## src/rtl/gen_call_arbiter_if.sv

```systemverilog
// gen_call_arbiter_if: caller-side and generator-side signals of the shared generator arbiter
// GEN_ARB_ABORT_EN adds the per-caller req_abort request.
interface gen_call_arbiter_if #(
  parameter int NREQ = 2,
  parameter int WIDTH = 32
);
  logic [NREQ-1:0] req_start, req_ready, req_valid, req_done, req_busy;
  logic [NREQ*WIDTH-1:0] req_base, req_limit, req_step, req_0, req_1;
`ifdef GEN_ARB_ABORT_EN
  logic [NREQ-1:0] req_abort;
`endif
  logic [WIDTH-1:0] gen_base, gen_limit, gen_step, gen_0, gen_1;
  logic gen_start, gen_reset, gen_ready, gen_valid, gen_done;
  modport master (
    input req_start, req_base, req_limit, req_step, req_ready, gen_0, gen_1, gen_valid, gen_done,
`ifdef GEN_ARB_ABORT_EN
    input req_abort,
`endif
    output req_0, req_1, req_valid, req_done, req_busy, gen_base, gen_limit, gen_step, gen_start,
    output gen_reset, gen_ready
  );
  modport slave (
    output req_start, req_base, req_limit, req_step, req_ready, gen_0, gen_1, gen_valid, gen_done,
`ifdef GEN_ARB_ABORT_EN
    output req_abort,
`endif
    input req_0, req_1, req_valid, req_done, req_busy, gen_base, gen_limit, gen_step, gen_start,
    input gen_reset, gen_ready
  );
endinterface

```

## src/rtl/gen_call_arbiter.sv

```systemverilog
// gen_call_arbiter: round-robin sharing of one ready/valid/done generator among NREQ callers
// Define GEN_ARB_ABORT_EN to add req_abort (drop a pending call or abort the active one).
module gen_call_arbiter #(
  parameter int NREQ = 2,
  parameter int WIDTH = 32
) (
  input logic _clock,
  input logic _reset_n,
  gen_call_arbiter_if.master bus
);
  localparam int PW = $clog2(NREQ);
  typedef enum logic [1:0] {IDLE, START, STREAM, FINISH} state_t;
  state_t state, state_n;
  logic [NREQ-1:0] pending, busy, abort, pend_abort, avail, done_q;
  logic [WIDTH-1:0] base_q [NREQ];
  logic [WIDTH-1:0] limit_q [NREQ];
  logic [WIDTH-1:0] step_q [NREQ];
  logic [WIDTH-1:0] gb, gl, gs, out_0, out_1;
  logic [PW-1:0] rr_ptr, owner, grant, owner_nxt;
  logic found, out_valid, gen_start_q, gen_rst_q, abort_owner, grant_fire, finish, capture;
  int idx;
`ifdef GEN_ARB_ABORT_EN
  assign abort = bus.req_abort;
`else
  assign abort = '0;
`endif
  assign pend_abort = abort & pending;
  assign avail = pending & ~abort;
  assign abort_owner = abort[owner] && state != IDLE;
  assign grant_fire = state == IDLE && found;
  assign finish = state == FINISH && !out_valid;
  assign owner_nxt = owner == PW'(NREQ - 1) ? '0 : owner + 1'b1;
  assign capture = bus.gen_ready && bus.gen_valid;
  assign bus.gen_ready = state == STREAM && (!out_valid || bus.req_ready[owner]);
  assign bus.gen_start = gen_start_q;
  assign bus.gen_reset = !_reset_n || gen_rst_q;
  assign bus.gen_base = gb;
  assign bus.gen_limit = gl;
  assign bus.gen_step = gs;
  assign bus.req_done = done_q;
  assign bus.req_busy = busy;
  always_comb begin
    busy = pending;
    for (int i = 0; i < NREQ; i++) busy[i] = pending[i] | (owner == PW'(i) && state != IDLE);
  end
  // scan from rr_ptr upward with wrap; the last hit in descending order is the nearest one
  always_comb begin
    grant = rr_ptr;
    found = 1'b0;
    idx = 0;
    for (int k = NREQ - 1; k >= 0; k--) begin
      idx = int'(rr_ptr) + k;
      idx = idx >= NREQ ? idx - NREQ : idx;
      if (avail[PW'(idx)]) begin
        grant = PW'(idx);
        found = 1'b1;
      end
    end
  end
  always_comb begin
    state_n = abort_owner ? IDLE
            : state == IDLE ? (found ? START : IDLE)
            : state == START ? STREAM
            : state == STREAM ? (bus.gen_done ? FINISH : STREAM)
            : finish ? IDLE : FINISH;
  end
  always_comb begin
    bus.req_valid = '0;
    bus.req_0 = '0;
    bus.req_1 = '0;
    bus.req_valid[owner] = out_valid;
    bus.req_0[int'(owner)*WIDTH +: WIDTH] = out_0;
    bus.req_1[int'(owner)*WIDTH +: WIDTH] = out_1;
  end
  always_ff @(posedge _clock) begin
    if (!_reset_n) state <= IDLE;
    else state <= state_n;
  end
  always_ff @(posedge _clock) begin
    if (!_reset_n) begin
      pending <= '0;
      done_q <= '0;
      rr_ptr <= '0;
      owner <= '0;
      out_valid <= 1'b0;
      out_0 <= '0;
      out_1 <= '0;
      gb <= '0;
      gl <= '0;
      gs <= '0;
      gen_start_q <= 1'b0;
      gen_rst_q <= 1'b0;
    end else begin
      for (int i = 0; i < NREQ; i++) begin
        if (bus.req_start[i] && !busy[i]) begin
          pending[i] <= 1'b1;
          base_q[i] <= bus.req_base[i*WIDTH +: WIDTH];
          limit_q[i] <= bus.req_limit[i*WIDTH +: WIDTH];
          step_q[i] <= bus.req_step[i*WIDTH +: WIDTH];
        end
        if (pend_abort[i] || (grant_fire && grant == PW'(i))) pending[i] <= 1'b0;
      end
      done_q <= pend_abort;
      if (finish || abort_owner) begin
        done_q[owner] <= 1'b1;
        rr_ptr <= owner_nxt;
      end
      if (grant_fire) begin
        owner <= grant;
        gb <= base_q[grant];
        gl <= limit_q[grant];
        gs <= step_q[grant];
      end
      gen_start_q <= grant_fire;
      gen_rst_q <= abort_owner;
      if (abort_owner) begin
        out_valid <= 1'b0;
        out_0 <= '0;
        out_1 <= '0;
      end else if (capture) begin
        out_valid <= 1'b1;
        out_0 <= bus.gen_0;
        out_1 <= bus.gen_1;
      end else if (bus.req_ready[owner]) out_valid <= 1'b0;
    end
  end
endmodule
```

## src/flat_wrapper.sv

```systemverilog
// flat-port wrapper written by rule: the top's interface ports become plain ports
module gen_call_arbiter_flat 
#(
  parameter int NREQ = 2,
  parameter int WIDTH = 32
)
  (_clock, _reset_n, bus_req_start, bus_req_base, bus_req_limit, bus_req_step, bus_req_ready, bus_gen_0, bus_gen_1, bus_gen_valid, bus_gen_done, bus_req_0, bus_req_1, bus_req_valid, bus_req_done, bus_req_busy, bus_gen_base, bus_gen_limit, bus_gen_step, bus_gen_start, bus_gen_reset, bus_gen_ready);
  gen_call_arbiter_if #(.NREQ(NREQ), .WIDTH(WIDTH)) bus_i ();
  input logic _clock;
  input logic _reset_n;
  input wire logic [$bits(bus_i.req_start)-1:0] bus_req_start;
  input wire logic [$bits(bus_i.req_base)-1:0] bus_req_base;
  input wire logic [$bits(bus_i.req_limit)-1:0] bus_req_limit;
  input wire logic [$bits(bus_i.req_step)-1:0] bus_req_step;
  input wire logic [$bits(bus_i.req_ready)-1:0] bus_req_ready;
  input wire logic [$bits(bus_i.gen_0)-1:0] bus_gen_0;
  input wire logic [$bits(bus_i.gen_1)-1:0] bus_gen_1;
  input wire logic [$bits(bus_i.gen_valid)-1:0] bus_gen_valid;
  input wire logic [$bits(bus_i.gen_done)-1:0] bus_gen_done;
  output wire logic [$bits(bus_i.req_0)-1:0] bus_req_0;
  output wire logic [$bits(bus_i.req_1)-1:0] bus_req_1;
  output wire logic [$bits(bus_i.req_valid)-1:0] bus_req_valid;
  output wire logic [$bits(bus_i.req_done)-1:0] bus_req_done;
  output wire logic [$bits(bus_i.req_busy)-1:0] bus_req_busy;
  output wire logic [$bits(bus_i.gen_base)-1:0] bus_gen_base;
  output wire logic [$bits(bus_i.gen_limit)-1:0] bus_gen_limit;
  output wire logic [$bits(bus_i.gen_step)-1:0] bus_gen_step;
  output wire logic [$bits(bus_i.gen_start)-1:0] bus_gen_start;
  output wire logic [$bits(bus_i.gen_reset)-1:0] bus_gen_reset;
  output wire logic [$bits(bus_i.gen_ready)-1:0] bus_gen_ready;
  assign bus_i.req_start = bus_req_start;
  assign bus_i.req_base = bus_req_base;
  assign bus_i.req_limit = bus_req_limit;
  assign bus_i.req_step = bus_req_step;
  assign bus_i.req_ready = bus_req_ready;
  assign bus_i.gen_0 = bus_gen_0;
  assign bus_i.gen_1 = bus_gen_1;
  assign bus_i.gen_valid = bus_gen_valid;
  assign bus_i.gen_done = bus_gen_done;
  assign bus_req_0 = bus_i.req_0;
  assign bus_req_1 = bus_i.req_1;
  assign bus_req_valid = bus_i.req_valid;
  assign bus_req_done = bus_i.req_done;
  assign bus_req_busy = bus_i.req_busy;
  assign bus_gen_base = bus_i.gen_base;
  assign bus_gen_limit = bus_i.gen_limit;
  assign bus_gen_step = bus_i.gen_step;
  assign bus_gen_start = bus_i.gen_start;
  assign bus_gen_reset = bus_i.gen_reset;
  assign bus_gen_ready = bus_i.gen_ready;
  gen_call_arbiter #(.NREQ(NREQ), .WIDTH(WIDTH)) u_core (._clock(_clock), ._reset_n(_reset_n), .bus(bus_i));
endmodule
```

## config.mk

```make
export PLATFORM = sky130hd
export DESIGN_NAME = gen_call_arbiter_flat
export DESIGN_NICKNAME = d
export VERILOG_FILES = /design/src/rtl/gen_call_arbiter_if.sv /design/src/rtl/gen_call_arbiter.sv /design/src/flat_wrapper.sv
export SDC_FILE = /design/constraint.sdc
export NUM_CORES = 1
export LEC_CHECK = 0
export ABC_AREA = 1
export ABC_CLOCK_PERIOD_IN_PS = 13900
export CORE_AREA = 2 2 193 195
export CTS_CLUSTER_SIZE = 20
export DETAILED_ROUTE_END_ITERATION = 7
export DIE_AREA = 0 0 195 197
export PLACE_DENSITY = 0.72
export SYNTH_ARGS = -nofsm -noshare
export SYNTH_HDL_FRONTEND = slang
export SYNTH_SLANG_ARGS = --single-unit
```

## constraint.sdc

```tcl
create_clock -name _clock -period 13.9 [get_ports _clock]
set_clock_uncertainty 0.05 [all_clocks]
set_input_delay 2.085 -clock _clock [delete_from_list [all_inputs] [get_ports _clock]]
set_output_delay 2.085 -clock _clock [all_outputs]
set_load 0.1 [all_outputs]
```

==> summary.md, run 1 <==
| Metric | Value |
|---|---|
| Multiplexer fraction of the synthesized cell area | 0 |
| Synth Cell Area | 14800 um^2 |
| Origin of the worst setup path | _reset_n |
| Boundary Pins | 497 |
| Starting density of the core | 0.407 |
| Dominant register cell in the synthesized netlist | edfxtp_1 |
| Maxcap violations | 0 |
| Vias per inst | 4.68 |
| Final Hold Viols | 0 |
| Signal arrival time at the worst endpoint | 4.57 ns |
| Number of pins exceeding their max-slew limit in the final report | 0 |
| Vertical extent of the die | 197 um |
| Number of rows in the core area | 70 |
| Global route overflow | 0 |
| Fill cell count | 3127 |
| Synthesis-to-layout area growth | 44.2% |
| Area enclosed by the die boundary | 38400 um^2 |
| PD cells | 151 nW/um^2 |
| Global-route wire length before repair | 67400 um |
| Router iterations before antenna repair | 5 |
| Overall routed net length | 44600 um |
| Combinational family with the most area after synthesis | simple AND/OR/NAND/NOR gates |
| Type of the worst min-delay path | flip-flop to flip-flop |
| Global-route usage over all layers | 0.226 |
| Pin slew with the least headroom to its limit | 1.16 ns |
| Post-Synth Simple-Gate Area | 0.240 |
| Number of vias after detailed routing | 12.5k |
| Worst R2R Path Depth | 6 |
| Worst-case vdd ir drop | 0.116 mV |
| Number of synthesis warnings | 0 |
| Largest net degree at the start of global routing | 110 |
| Fin crit period | 6.70 ns |
| Die width | 195 um |
| CTS root buf | clkbuf_16 |
| Cts-stage hold buffer count | 0 |
| Data required time at the worst endpoint | 11.77 ns |
| Commonest non-fill, non-tap cell in the layout | nand2_1 |
| Number of endpoints failing setup at the final stage | 0 |
| H-tree levels | 2 |
| Count of unique library cells instantiated by Yosys | 20 |
| Net count, final | 2440 |
| Peak Freq | 0.149 GHz |
| Hold depth | 2 |
| Aggregate negative setup slack | 0 ns |
| RSZ-0062 raised after global routing | false |
| Number of input and output port buffers inserted | 496 |
| Initial antenna violation count | 4 |
| Number of buffers created by CTS | 40 |
| Clock Pin Slew Worst Setup and Hold Paths | 0.06 ns |
| Adder and majority cell fraction of the synthesized area | 0 |
| Maximum root-to-sink buffer count | 3 |
| Count of flip-flops with a built-in enable after synthesis | 192 |
| Post-detailed-placement half-perimeter wirelength | 30200 um |
| Clock Latency Late Sink | 0.53 ns |
| Post-layout total power | 3.22 mW |
| Share of the yosys chip area belonging to registers | 0.621 |
| Number of design-rule violations left by the first detailed-router iteration | 568 |
| Core box area | 36300 um^2 |
| Category of the critical setup timing path | input pin to output port |
| DR DRC count | 0 |
| Startpoint of the lowest-slack register-to-register path | u_core.state[0] |
| Number of sinks driven by the clock tree | 362 |
| Share of the synthesized area in compound gates (AO/OA/AOI/OAI) | 0.0354 |
| Summed area of non-filler cells in the final layout | 21300 um^2 |
| Average wire length per cell after detail routing | 16.6 um |
| Post-synth net total | 1992 |
| Part of the cycle the worst path needs | 0.482 |
| Largest fanout of any net on the critical path | 70 |
| Critical hold path startpoint | u_core.bus.gen_base[29] |
| Layout cell share with drive strength beyond 1 | 0.0503 |
| Max-slew headroom at the worst pin | 0.227 |
| Post-placement worst setup slack | 7.14 ns |
| Post-placement cell area | 19900 um^2 |
| Remaining number of nets flagged by the antenna check after routing | 0 |
| Async SR Flop Fraction | 0 |
| Result of the run | finished clean |
| Post-synthesis sequential element count | 362 |
| Mean post-synth cell area | 8.54 um^2 |
| Post-cts resize count | 0 |
| Count of buffers added by post-CTS timing repair for setup | 0 |
| Via count of the first global-routing pass | 12.1k |
| Final weighted congestion in routability-driven placement | 0.883 |
| Gate count after technology mapping | 1728 |
| Post-route worst setup slack | 7.20 ns |
| XOR/XNOR Fraction of Synth Area | 0 |
| TritonCTS clock tree | done |
| Commonest cells after routing, fill and taps aside | nand2_1 (673), clkdlybuf4s50_1 (492), inv_1 (248) |
| Kind of start point of the critical path | input pin |
| LEAKAGE | 9.12 nW |
| Critical Path Sink Type | output port |
[cell usage after synthesis (8+ instances only)]
library cell,instances,share of area
a21oi_1,99,0.034
buf_1,12,0.0031
buf_2,39,0.013
buf_6,8,0.0061
clkbuf_1,41,0.010
dfxtp_1,170,0.23
edfxtp_1,192,0.39
inv_1,249,0.063
inv_2,18,0.0046
nand2_1,674,0.17
nand2_2,9,0.0038
nand4_1,65,0.028
nor2_1,137,0.035
[flip-flops by register name, indices dropped and copies added (netlist names)]
name / cells
u_core.step_q: 64
u_core.rr_ptr: 1
u_core.bus.req_done: 2
u_core.avail: 2
u_core.bus.gen_start: 1
u_core.out_0: 32
u_core.out_1: 32
u_core.bus.gen_limit: 32
u_core.base_q: 64
u_core.state: 2
u_core.bus.gen_base: 32
u_core.bus.gen_step: 32
u_core.limit_q: 64
u_core.out_valid: 1
u_core.owner: 1
[cell families (layout without fill, tap and decap cells)]
family,Yosys count,count (layout)
compound gates,104,104
buf+inv,371,850
flops,362,362
other cells,0,3
simple gates,891,891
[metal layers]
metal  up-vias  global-route usage  part of all wire
met2       553               0.386              0.49
met4         0              0.0885             0.033
met3        82              0.0761              0.10
met1      5686               0.264              0.38
met5         -                   0                 0
li1       6206                   -                 -
[stage by stage]
stage,hold WS [ns],instances,util
floorplan,0.387,1728,-
global placement,0.401,2602,0.549
detailed placement,0.404,2602,0.549
CTS,0.413,2675,0.586
global route,0.430,2678,0.587
finish,0.412,2678,0.587
[report_power, final]
part	internal (mW)	switching [mW]
clock network	0.653	0.419
logic	0.224	0.652
registers	1.23	0.0470
[layout make-up]
cell class | count | area, um^2 | share of cell area
inverter | 267 | 1000 | 0.0472
clock buffer | 60 | 1160 | 0.0545
sequential | 362 | 9180 | 0.431
tap | 468 | 586 | 0.0275
antenna | 3 | 7.51 | 0.000353
multi-input combinational | 995 | 4100 | 0.193
timing repair buffer | 510 | 5050 | 0.238
clock inverter | 13 | 185 | 0.00870
[worst paths after layout]
| check | to | slack (ns) |
|---|---|---|
| hold reg to reg | u_core.bus.gen_base[29] | 0.41 |
| setup / recovery | bus_gen_reset | 7.20 |
| hold / removal | u_core.bus.gen_base[29] | 0.41 |
| setup reg to reg | u_core.step_q[0][4] | 10.76 |
[critical path, cell delays in order]
cell	delay [ns]
buf_2	0.08
buf_4	0.61
clkinv_2	0.59
clkdlybuf4s50_1	1.18
Note: power is estimated with default switching activity, not from simulation.
==> inputs of run 2 (changes only) <==
Settings changed: ABC_CLOCK_PERIOD_IN_PS 13900 to 6300.
Clock period 13.9 ns to 6.3 ns, I/O delays scaled along.
==> run 2 against run 1 <==
Sequential share of layout area about the same; non-clock buffer count grew 1; worst setup slack lost 5.3 ns; power grew 120%; via count down 0.32%; clock-buffer cell count is 6 lower.
==> summary.md, run 2 (synthesis results as in run 1) <==
| Metric | Value |
|---|---|
| Cts-stage hold buffer count | 0 (unchanged) |
| Fin crit period | 4.39 ns |
| TritonCTS clock tree | done |
| Worst flop-to-flop path endpoint | u_core.out_0[16] |
| Signal arrival time at the worst endpoint | 3.39 ns (-1.18 ns) |
| Final weighted congestion in routability-driven placement | 0.891 (+0.86%) |
| Part of the cycle the worst path needs | 0.697 |
| Vias per inst | 4.66 (-0.39%) |
| PD cells | 332 nW/um^2 (+120%) |
| Aggregate negative setup slack | 0 ns (unchanged) |
| Global-route usage over all layers | 0.224 (-0.00193) |
| Clock Pin Slew Worst Setup and Hold Paths | 0.06 ns (about the same) |
| Commonest non-fill, non-tap cell in the layout | nand2_1 |
| Layout cell share with drive strength beyond 1 | 0.0530 (+0.00272) |
| Boundary Pins | 497 (unchanged) |
| Initial antenna violation count | 5 (+1) |
| Worst-case vdd ir drop | 0.284 mV (+140%) |
| Largest net degree at the start of global routing | 88 (-20%) |
| Commonest cells after routing, fill and taps aside | nand2_1 (673), clkdlybuf4s50_1 (492), inv_1 (248) |
| Number of endpoints failing setup at the final stage | 0 (unchanged) |
| Hold depth | 2 (unchanged) |
| Number of input and output port buffers inserted | 496 (unchanged) |
| Internal power of the cells | 4.58 mW (+120%) |
| Type of the worst min-delay path | flip-flop to flip-flop |
| Via count of the first global-routing pass | 12.3k (+1.3%) |
| Number of design-rule violations left by the first detailed-router iteration | 601 (+5.8%) |
| Result of the run | finished clean |
| Vertical extent of the die | 197 um (unchanged) |
| Max-slew headroom at the worst pin | 0.222 (-0.00475) |
| Router iterations before antenna repair | 5 (unchanged) |
| Clock Latency Late Sink | 0.54 ns (about the same) |
| Data required time at the worst endpoint | 5.30 ns (-6.47 ns) |
| Power share of the sequential group | 0.400 (+0.005) |
| Worst hold slack | 0.413 ns (+0.00126 ns) |
| Largest registers | u_core.base_q x64, u_core.limit_q x64, u_core.step_q x64 |
| Number of buffers created by CTS | 39 (-2.5%) |
| CTS root buf | clkbuf_16 |
| Maximum root-to-sink buffer count | 3 (unchanged) |
| Critical hold path startpoint | u_core.bus.gen_step[28] |
| LEAKAGE | 9.12 nW (about the same) |
| Synthesis-to-layout area growth | 44.1% (about the same) |
| Worst reg2reg setup slack | 2.95 ns (-7.81 ns) |
| Global route overflow | 0 (unchanged) |
| Die width | 195 um (unchanged) |
| Clk network pwr share | 0.330 (-0.003) |
| Post-cts resize count | 0 (unchanged) |
| DR DRC count | 0 (unchanged) |
| H-tree levels | 2 (unchanged) |
| Global-route wire length before repair | 67300 um (-0.10%) |
| Number of pins exceeding their max-slew limit in the final report | 0 (unchanged) |
| Overall routed net length | 44500 um (-0.13%) |
| Area enclosed by the die boundary | 38400 um^2 (unchanged) |
| Number of rows in the core area | 70 (unchanged) |
| Category of the critical setup timing path | flip-flop to output port |
| Count of buffers added by post-CTS timing repair for setup | 0 (unchanged) |
| Pin slew with the least headroom to its limit | 1.16 ns (+0.00349 ns) |
| Gate power share | 0.270 (-0.002) |
| Net count, final | 2440 (unchanged) |
| Number of vias after detailed routing | 12.5k (-0.32%) |
| Largest fanout of any net on the critical path | 87 (+24%) |
| Number of sinks driven by the clock tree | 362 (unchanged) |
| Critical Path Sink Type | output port |
| Startpoint of the lowest-slack register-to-register path | u_core.owner |
| Worst R2R Path Depth | 8 (+2) |
| Maxcap violations | 0 (unchanged) |
| Peak Freq | 0.228 GHz |
| Kind of start point of the critical path | flip-flop |
| Core box area | 36300 um^2 (unchanged) |
| Remaining number of nets flagged by the antenna check after routing | 0 (unchanged) |
| Origin of the worst setup path | u_core.owner |
| Average wire length per cell after detail routing | 16.6 um (-0.20%) |
| Hold Path Sink | u_core.bus.gen_step[28] |
| Starting density of the core | 0.407 (unchanged) |
| Post-detailed-placement half-perimeter wirelength | 30400 um (+0.89%) |
| Net Sw Frac | 0.351 (+0.00429) |
| RSZ-0062 raised after global routing | false |
| Final Hold Viols | 0 (unchanged) |
| Power spent charging and discharging nets | 2.48 mW (+120%) |
-- run 2: cell count changes in the layout (fill, tap and decap cells not counted), sizes merged --
cell	delta
buf	+1
bufinv	-1
clkbuf	-6
clkinv	+3
inv	+3
diode	+2
-- run 2: worst max-delay path, stage by stage, from the launching register on --
cell	delay, ns
dfxtp_4	0.90
buf_4	0.55
nand2_1	0.12
inv_1	0.08
clkdlybuf4s50_1	1.15
-- run 2: metrics by stage --
stage | utilization | total power [mW] | instance area (um^2) | worst slack [ns] | cells
3_3_place_gp | 0.550 | 4.77 | 19900 | 2.06 | 2603
6_report | 0.586 | 7.06 | 21300 | 1.91 | 2680
4_1_cts | 0.586 | 7.11 | 21200 | 1.91 | 2675
3_5_place_dp | 0.550 | 4.79 | 19900 | 2.04 | 2603
5_1_grt | 0.586 | 7.33 | 21300 | 1.74 | 2679
2_1_floorplan | - | 4.22 | 14800 | 0.579 | 1728
-- run 2: worst max-delay path by stage --
stage,end,slack [ns],cells past startpoint
final,bus_req_1[59],1.91,4
after CTS,bus_req_1[59],1.91,4
after detailed placement,bus_gen_reset,2.04,4
after floorplan,u_core.base_q[1][0],0.58,5
after global placement,bus_gen_reset,2.06,4
after global routing,bus_req_1[59],1.74,4
-- run 2: power by group through the flow --
| stage | logic [mW] | registers, mW | clock network (mW) |
|---|---|---|---|
| floorplan | 0.840 | 3.38 | 0 |
| global placement | 1.90 | 2.87 | 0 |
| detailed placement | 1.92 | 2.87 | 0 |
| CTS | 1.92 | 2.82 | 2.36 |
| global route | 2.01 | 2.85 | 2.47 |
| finish | 1.91 | 2.83 | 2.33 |
-- run 2: area by class of cell --
type | instances | area, um^2
Fill cell | 3091 | 15000
Sequential cell | 362 | 9180
Timing Repair Buffer | 511 | 5060
Multi-Input combinational cell | 995 | 4110
Clock buffer | 54 | 1130
Inverter | 267 | 1000
Tap cell | 468 | 586
Clock inverter | 18 | 186
Antenna cell | 5 | 12.5
-- run 2: layer usage --
layer,track usage,share of wire,vias up
met3,0.0732,0.091,81
met2,0.406,0.51,481
met1,0.249,0.38,5716
met4,0.0718,0.027,2
li1,-,-,6207
met5,0,0.00040,-
